### src/rtl/ct_spsram_2048x32_ctrl.sv
// Valid/ready initiator for the 2048x32 single-port SRAM macro, with registered macro port and 4-entry read FIFO.
// Define CT_SPSRAM_INIT_CLR_EN to zero-clear the whole array after reset before traffic is accepted.
module ct_spsram_2048x32_ctrl #(
   parameter int ADDR_WIDTH = 11,
   parameter int DATA_WIDTH = 32,
   parameter int RSP_DEPTH  = 4
) (
   input  logic                  forever_cpuclk,
   input  logic                  cpurst_b,
   input  logic                  req_vld,
   output logic                  req_rdy,
   input  logic                  req_wr,
   input  logic [ADDR_WIDTH-1:0] req_addr,
   input  logic [DATA_WIDTH-1:0] req_wdata,
   input  logic [DATA_WIDTH-1:0] req_wmask,
   output logic                  rsp_vld,
   input  logic                  rsp_rdy,
   output logic [DATA_WIDTH-1:0] rsp_data,
   output logic                  init_done,
   output logic [ADDR_WIDTH-1:0] sram_a,
   output logic                  sram_cen,
   output logic                  sram_gwen,
   output logic [DATA_WIDTH-1:0] sram_wen,
   output logic [DATA_WIDTH-1:0] sram_d,
   input  logic [DATA_WIDTH-1:0] sram_q
);
   localparam int PW = $clog2(RSP_DEPTH);
   localparam int CW = PW + 1;

   logic                  init_wr;
   logic [ADDR_WIDTH-1:0] init_addr;

`ifdef CT_SPSRAM_INIT_CLR_EN
   typedef enum logic {ST_INIT, ST_DONE} state_e;
   state_e                state_q, state_d;
   logic [ADDR_WIDTH-1:0] init_cnt_q, init_cnt_d;

   always_ff @(posedge forever_cpuclk or negedge cpurst_b) begin
      if (!cpurst_b) begin
         state_q    <= ST_INIT;
         init_cnt_q <= '0;
      end else begin
         state_q    <= state_d;
         init_cnt_q <= init_cnt_d;
      end
   end

   // The last address issued is the exit condition; the wrap back to 0 is never written.
   always_comb begin
      state_d    = state_q;
      init_cnt_d = init_cnt_q;
      if (state_q == ST_INIT) begin
         init_cnt_d = init_cnt_q + ADDR_WIDTH'(1);
         if (init_cnt_q == '1) state_d = ST_DONE;
      end
   end

   always_comb begin
      init_wr   = (state_q == ST_INIT);
      init_done = (state_q == ST_DONE);
      init_addr = init_cnt_q;
   end
`else
   assign init_wr   = 1'b0;
   assign init_done = 1'b1;
   assign init_addr = '0;
`endif

   logic                                 acc, push, pop;
   logic                                 s1_rd_q, s1_rd_d, s2_rd_q, s2_rd_d;
   logic [ADDR_WIDTH-1:0]                sram_a_q, sram_a_d;
   logic                                 sram_cen_q, sram_cen_d;
   logic                                 sram_gwen_q, sram_gwen_d;
   logic [DATA_WIDTH-1:0]                sram_wen_q, sram_wen_d;
   logic [DATA_WIDTH-1:0]                sram_d_q, sram_d_d;
   logic [RSP_DEPTH-1:0][DATA_WIDTH-1:0] fifo_q, fifo_d;
   logic [PW-1:0]                        wr_ptr_q, wr_ptr_d, rd_ptr_q, rd_ptr_d;
   logic [CW-1:0]                        cnt_q, cnt_d, occ;

   // Credit covers reads still in the pipe, so a push can never find the FIFO full.
   assign occ      = cnt_q + CW'(s1_rd_q) + CW'(s2_rd_q);
   assign req_rdy  = init_done && (occ < CW'(RSP_DEPTH));
   assign acc      = req_vld && req_rdy;
   assign push     = s2_rd_q;
   assign rsp_vld  = (cnt_q != '0);
   assign rsp_data = fifo_q[rd_ptr_q];
   assign pop      = rsp_vld && rsp_rdy;

   assign sram_a    = sram_a_q;
   assign sram_cen  = sram_cen_q;
   assign sram_gwen = sram_gwen_q;
   assign sram_wen  = sram_wen_q;
   assign sram_d    = sram_d_q;

   always_comb begin
      sram_a_d    = sram_a_q;
      sram_d_d    = sram_d_q;
      sram_cen_d  = 1'b1;
      sram_gwen_d = 1'b1;
      sram_wen_d  = '1;
      if (init_wr) begin
         sram_a_d    = init_addr;
         sram_d_d    = '0;
         sram_cen_d  = 1'b0;
         sram_gwen_d = 1'b0;
         sram_wen_d  = '0;
      end else if (acc) begin
         sram_a_d   = req_addr;
         sram_cen_d = 1'b0;
         if (req_wr) begin
            sram_gwen_d = 1'b0;
            sram_wen_d  = ~req_wmask;
            sram_d_d    = req_wdata;
         end
      end
      s1_rd_d = acc && !req_wr;
      s2_rd_d = s1_rd_q;
   end

   always_comb begin
      fifo_d   = fifo_q;
      wr_ptr_d = wr_ptr_q;
      rd_ptr_d = rd_ptr_q;
      cnt_d    = cnt_q;
      if (push) begin
         fifo_d[wr_ptr_q] = sram_q;
         wr_ptr_d         = wr_ptr_q + PW'(1);
      end
      if (pop) rd_ptr_d = rd_ptr_q + PW'(1);
      case ({push, pop})
         2'b10:   cnt_d = cnt_q + CW'(1);
         2'b01:   cnt_d = cnt_q - CW'(1);
         default: cnt_d = cnt_q;
      endcase
   end

   always_ff @(posedge forever_cpuclk or negedge cpurst_b) begin
      if (!cpurst_b) begin
         sram_a_q    <= '0;
         sram_d_q    <= '0;
         sram_cen_q  <= 1'b1;
         sram_gwen_q <= 1'b1;
         sram_wen_q  <= '1;
         s1_rd_q     <= 1'b0;
         s2_rd_q     <= 1'b0;
         fifo_q      <= '0;
         wr_ptr_q    <= '0;
         rd_ptr_q    <= '0;
         cnt_q       <= '0;
      end else begin
         sram_a_q    <= sram_a_d;
         sram_d_q    <= sram_d_d;
         sram_cen_q  <= sram_cen_d;
         sram_gwen_q <= sram_gwen_d;
         sram_wen_q  <= sram_wen_d;
         s1_rd_q     <= s1_rd_d;
         s2_rd_q     <= s2_rd_d;
         fifo_q      <= fifo_d;
         wr_ptr_q    <= wr_ptr_d;
         rd_ptr_q    <= rd_ptr_d;
         cnt_q       <= cnt_d;
      end
   end
endmodule
### config.mk
export PLATFORM = sky130hd
export DESIGN_NAME = ct_spsram_2048x32_ctrl
export DESIGN_NICKNAME = d
export VERILOG_FILES = /design/src/rtl/ct_spsram_2048x32_ctrl.sv
export SDC_FILE = /design/constraint.sdc
export NUM_CORES = 1
export LEC_CHECK = 0
export CAP_MARGIN = 40
export CORE_MARGIN = 2
export CORE_UTILIZATION = 49
export CTS_CLUSTER_DIAMETER = 50
export DETAILED_ROUTE_END_ITERATION = 10
export HOLD_SLACK_MARGIN = 0.1
export PLACE_DENSITY = 0.88
export REMOVE_ABC_BUFFERS = 1
export SKIP_CTS_REPAIR_TIMING = 1
export SYNTH_ARGS = -nofsm -noshare
export SYNTH_HDL_FRONTEND = slang
export SYNTH_SLANG_ARGS = --single-unit
### constraint.sdc
create_clock -name forever_cpuclk -period 2.6 [get_ports forever_cpuclk]
set_input_delay 0.26 -clock forever_cpuclk [delete_from_list [all_inputs] [get_ports forever_cpuclk]]
set_output_delay 0.26 -clock forever_cpuclk [all_outputs]
set_load 0.02 [all_outputs]
==> flow_summary.yaml <==
grt:
  grt_first_pass_wirelength_mm: 34.0
  grt_pass1_vias: 6186
  grt_usage_pct: 24.1
  antenna_found_initial: 1
  grt_remaining_overflow: 0
  grt_max_degree: 72
sta:
  fin_ws_ns: 0.0941
  max_slew.worst_pin.slew_ns: 0.579
  slew_viol_final: 0
  finalSetupTns_ns: 0
  fin_skew_ns: 0.0177
  slew_headroom_pct: 61.4
  max_freq_ghz: 0.399
  hold_viol_final: 0
  fin_crit_sh_pct: 96.4
  finalSetupViolCount: 0
  min_period_ns: 2.51
  rsz0062_at_grt: "no"
critical_path:
  cp_data_required_time_ns: 2.34
  reg2reg_slack_ns: 0.47
  worstSetupPathType: "flop to output pin"
  slowest_stage: "clkdlybuf4s50_1"
  worstPathMaxFanout: 13
  start_kind: "flop"
  cp_top_family: "buffers and inverters"
  timing.rr.start: "push"
  crit_start: "rd_ptr_q[0]"
  cp_slowest_stage_delay_ns: 0.58
  cp.arrival_ns: 2.25
  crit_buf_inv: 2
  setup.worst_path.end_class: "output pin"
  path_cells: "buf_6, mux4_2, clkdlybuf4s50_1"
route:
  ant_nets: 0
  wl_met1_mm: 7.89
  drt_iter0_drc: 185
  vias: 5249
  met2_length_mm: 11.7
  route.detailed.drc: 0
  vias_per_cell: 5.28
  wl_met3_mm: 1.38
  drt-wirelength-per-cell_um: 21.9
  finalWirelength_mm: 21.8
  dr.pass1.iters: 4
  top_layer: "met4"
placed_design:
  port-buffer-count: 222
  place_congestion: 0.808
  dp_slack_ns: 0.460
  hpwl_mm: 15.2
synth:
  yosysSeqAreaShare_pct: 62.1
  synth_fa_ha_area_share_pct: 1.09
  synth_area_per_cell_um2: 16.7
  synth_top_cell_by_area: "dfrtp_1"
  ys_types: 30
  synth_area_um2: 8690
  synth-xor-area-share_pct: 0.605
  ys_ff_latch: 214
  yosys-top-cells-area: "dfrtp_1 52%, mux2_2 20%, dfstp_2 10%"
  synth_compound_area_share_pct: 0.662
  synthSimpleGateAreaFrac_pct: 2.02
  synth.mux.area_fraction_pct: 31.2
  synth_top_area_share_pct: 51.8
  yosys_warnings: 0
  netlist_instances: 520
  synth_top_family_by_area: "multiplexers"
cts:
  cts_root_buf: "clkbuf_16"
  numCtsBuffers: 24
  path_clk_slew_ns: 0.06
  htree_levels: 1
  cts.sinks: 214
  clk_latency_ns: 0.52
  cts_tree: "yes"
  cts_buffer_depth: 3
power_and_ir_drop:
  power_switching_mw: 5.25
  ir_drop_mv: 0.854
  power_frac_comb_pct: 42.6
  power_density_nw_per_um2: 1330
  pwr-share-seq_pct: 36.0
  p_leak_nw: 5.03
  p_int_mw: 10.8
  clock_power_share_pct: 21.4
  switching_share_pct: 32.6
  finalPower_mw: 16.1
floorplan:
  top_level_ports: 224
  die_w_um: 137
  die_h_um: 137
  coreArea_um2: 17300
  initial_core_util_pct: 50.2
  rows: 48
  fp.dieArea_um2: 18800
run_status:
  status: "completed"
layout:
  drive_gt1_share_pct: 39.1
  fillCellCount: 1061
  fin_nets: 870
  seqCellArea_um2: 5400
  syn_to_final_growth_pct: 39.2
  multi_input_area_um2: 3100
worst_hold_path:
  hold_class: "primary input to flop"
  min_from: "req_wmask[15]"
run:
  drv_cap: 0
## path summary, 6_finish.rpt
check / endpoint / cells after the start
setup reg to reg: sram_d[21] / 5
setup / recovery: rsp_data[20] / 3
min in group asynchronous: fifo_q[82] / 2
hold reg to reg: push / 0
hold / removal: sram_wen[15] / 2
max in group asynchronous: sram_wen[2] / 3
## worst reg2reg max path, stage by stage (launching register included)
cell     delay, ns
dfrtp_2       0.48
ha_1          0.32
a21oi_1       0.22
o221a_2       0.26
buf_12        0.29
mux2_2        0.43
## per-stage QoR
stage | util (%) | hold WS, ns | cells | instance area, um2
4_1_cts | 69.7 | -0.229 | 993 | 12100
2_1_floorplan | - | -0.0356 | 490 | 8520
3_3_place_gp | 65.0 | 0.292 | 949 | 11200
3_5_place_dp | 65.0 | 0.309 | 949 | 11200
5_1_grt | 69.9 | 0.219 | 995 | 12100
6_report | 69.9 | 0.221 | 995 | 12100
## layer usage
layer | GRT usage, % | up-vias
met1 | 26.8 | 2693
met4 | 8.93 | 0
met3 | 6.41 | 46
met5 | 0 | -
met2 | 44.0 | 196
li1 | - | 2314
## power by group through the flow
| stage | combinational (mW) | clock [mW] | sequential [mW] |
|---|---|---|---|
| finish | 6.86 | 3.44 | 5.79 |
| global route | 7.24 | 3.67 | 5.96 |
| CTS | 6.96 | 3.51 | 5.79 |
| detailed placement | 6.90 | 0 | 5.80 |
| floorplan | 3.43 | 0 | 6.12 |
| global placement | 6.69 | 0 | 5.63 |
## final cells by class
class	count	share of cell area (%)
sequential	214	44.7
multi-input combinational	269	25.7
clock buffer	28	5.26
clock inverter	16	1.55
inverter	7	0.217
tap	225	2.33
timing repair buffer	235	20.3
antenna	1	0.0207
## cells by family after synthesis
| kind of cell | after synthesis |
|---|---|
| flops | 214 |
| mux | 204 |
| simple gates | 44 |
| buf+inv | 37 |
| fa+ha+maj | 7 |
| compound gates | 7 |
| xor+xnor | 6 |
| other cells | 1 |
## synthesized netlist by cell type
library cell and instances:
nor2_1 2, ha_1 6, buf_6 2, o221a_1 1, a21bo_2 1, and2_1 1, clkbuf_1 5, mux4_2 32
or3_1 1, xor2_1 4, dfrtp_1 180, o31a_1 1, mux2_4 14, fa_1 1, o221ai_1 1, nand2_1 38
mux2_2 157, buf_4 2, buf_2 20, inv_1 7, dfstp_2 34, mux2i_1 1, o21ai_0 1, o22a_1 1
a21oi_1 1, buf_8 1, conb_1 1, and3_1 1, xnor2_1 2, nand2b_1 1
## cell usage in the layout, fill, tap and decap left out, types with 2 or more instances in the layout
cell type,n
dfstp_2,34
ha_1,6
xor2_1,4
clkdlybuf4s50_1,217
mux2_2,157
xnor2_1,2
clkinv_4,3
mux2_4,14
mux4_2,32
dlymetal6s2s_1,4
buf_12,9
buf_4,2
nand2_2,4
clkbuf_1,2
clkbuf_8,3
nor2_1,2
nand2_1,34
dfrtp_2,2
bufinv_16,3
inv_1,7
clkbuf_16,24
clkinv_2,5
clkinvlp_4,4
dfrtp_1,177
## sequential cells by signal (all words and copies together), names as in the netlist
name	cells
fifo_q	128
sram_d	32
sram_wen	32
sram_a	11
cnt_q	3
rd_ptr_q	2
wr_ptr_q	2
push	1
s1_rd_q	1
sram_cen	1
sram_gwen	1
No activity file was read; power rests on OpenSTA's default activity.
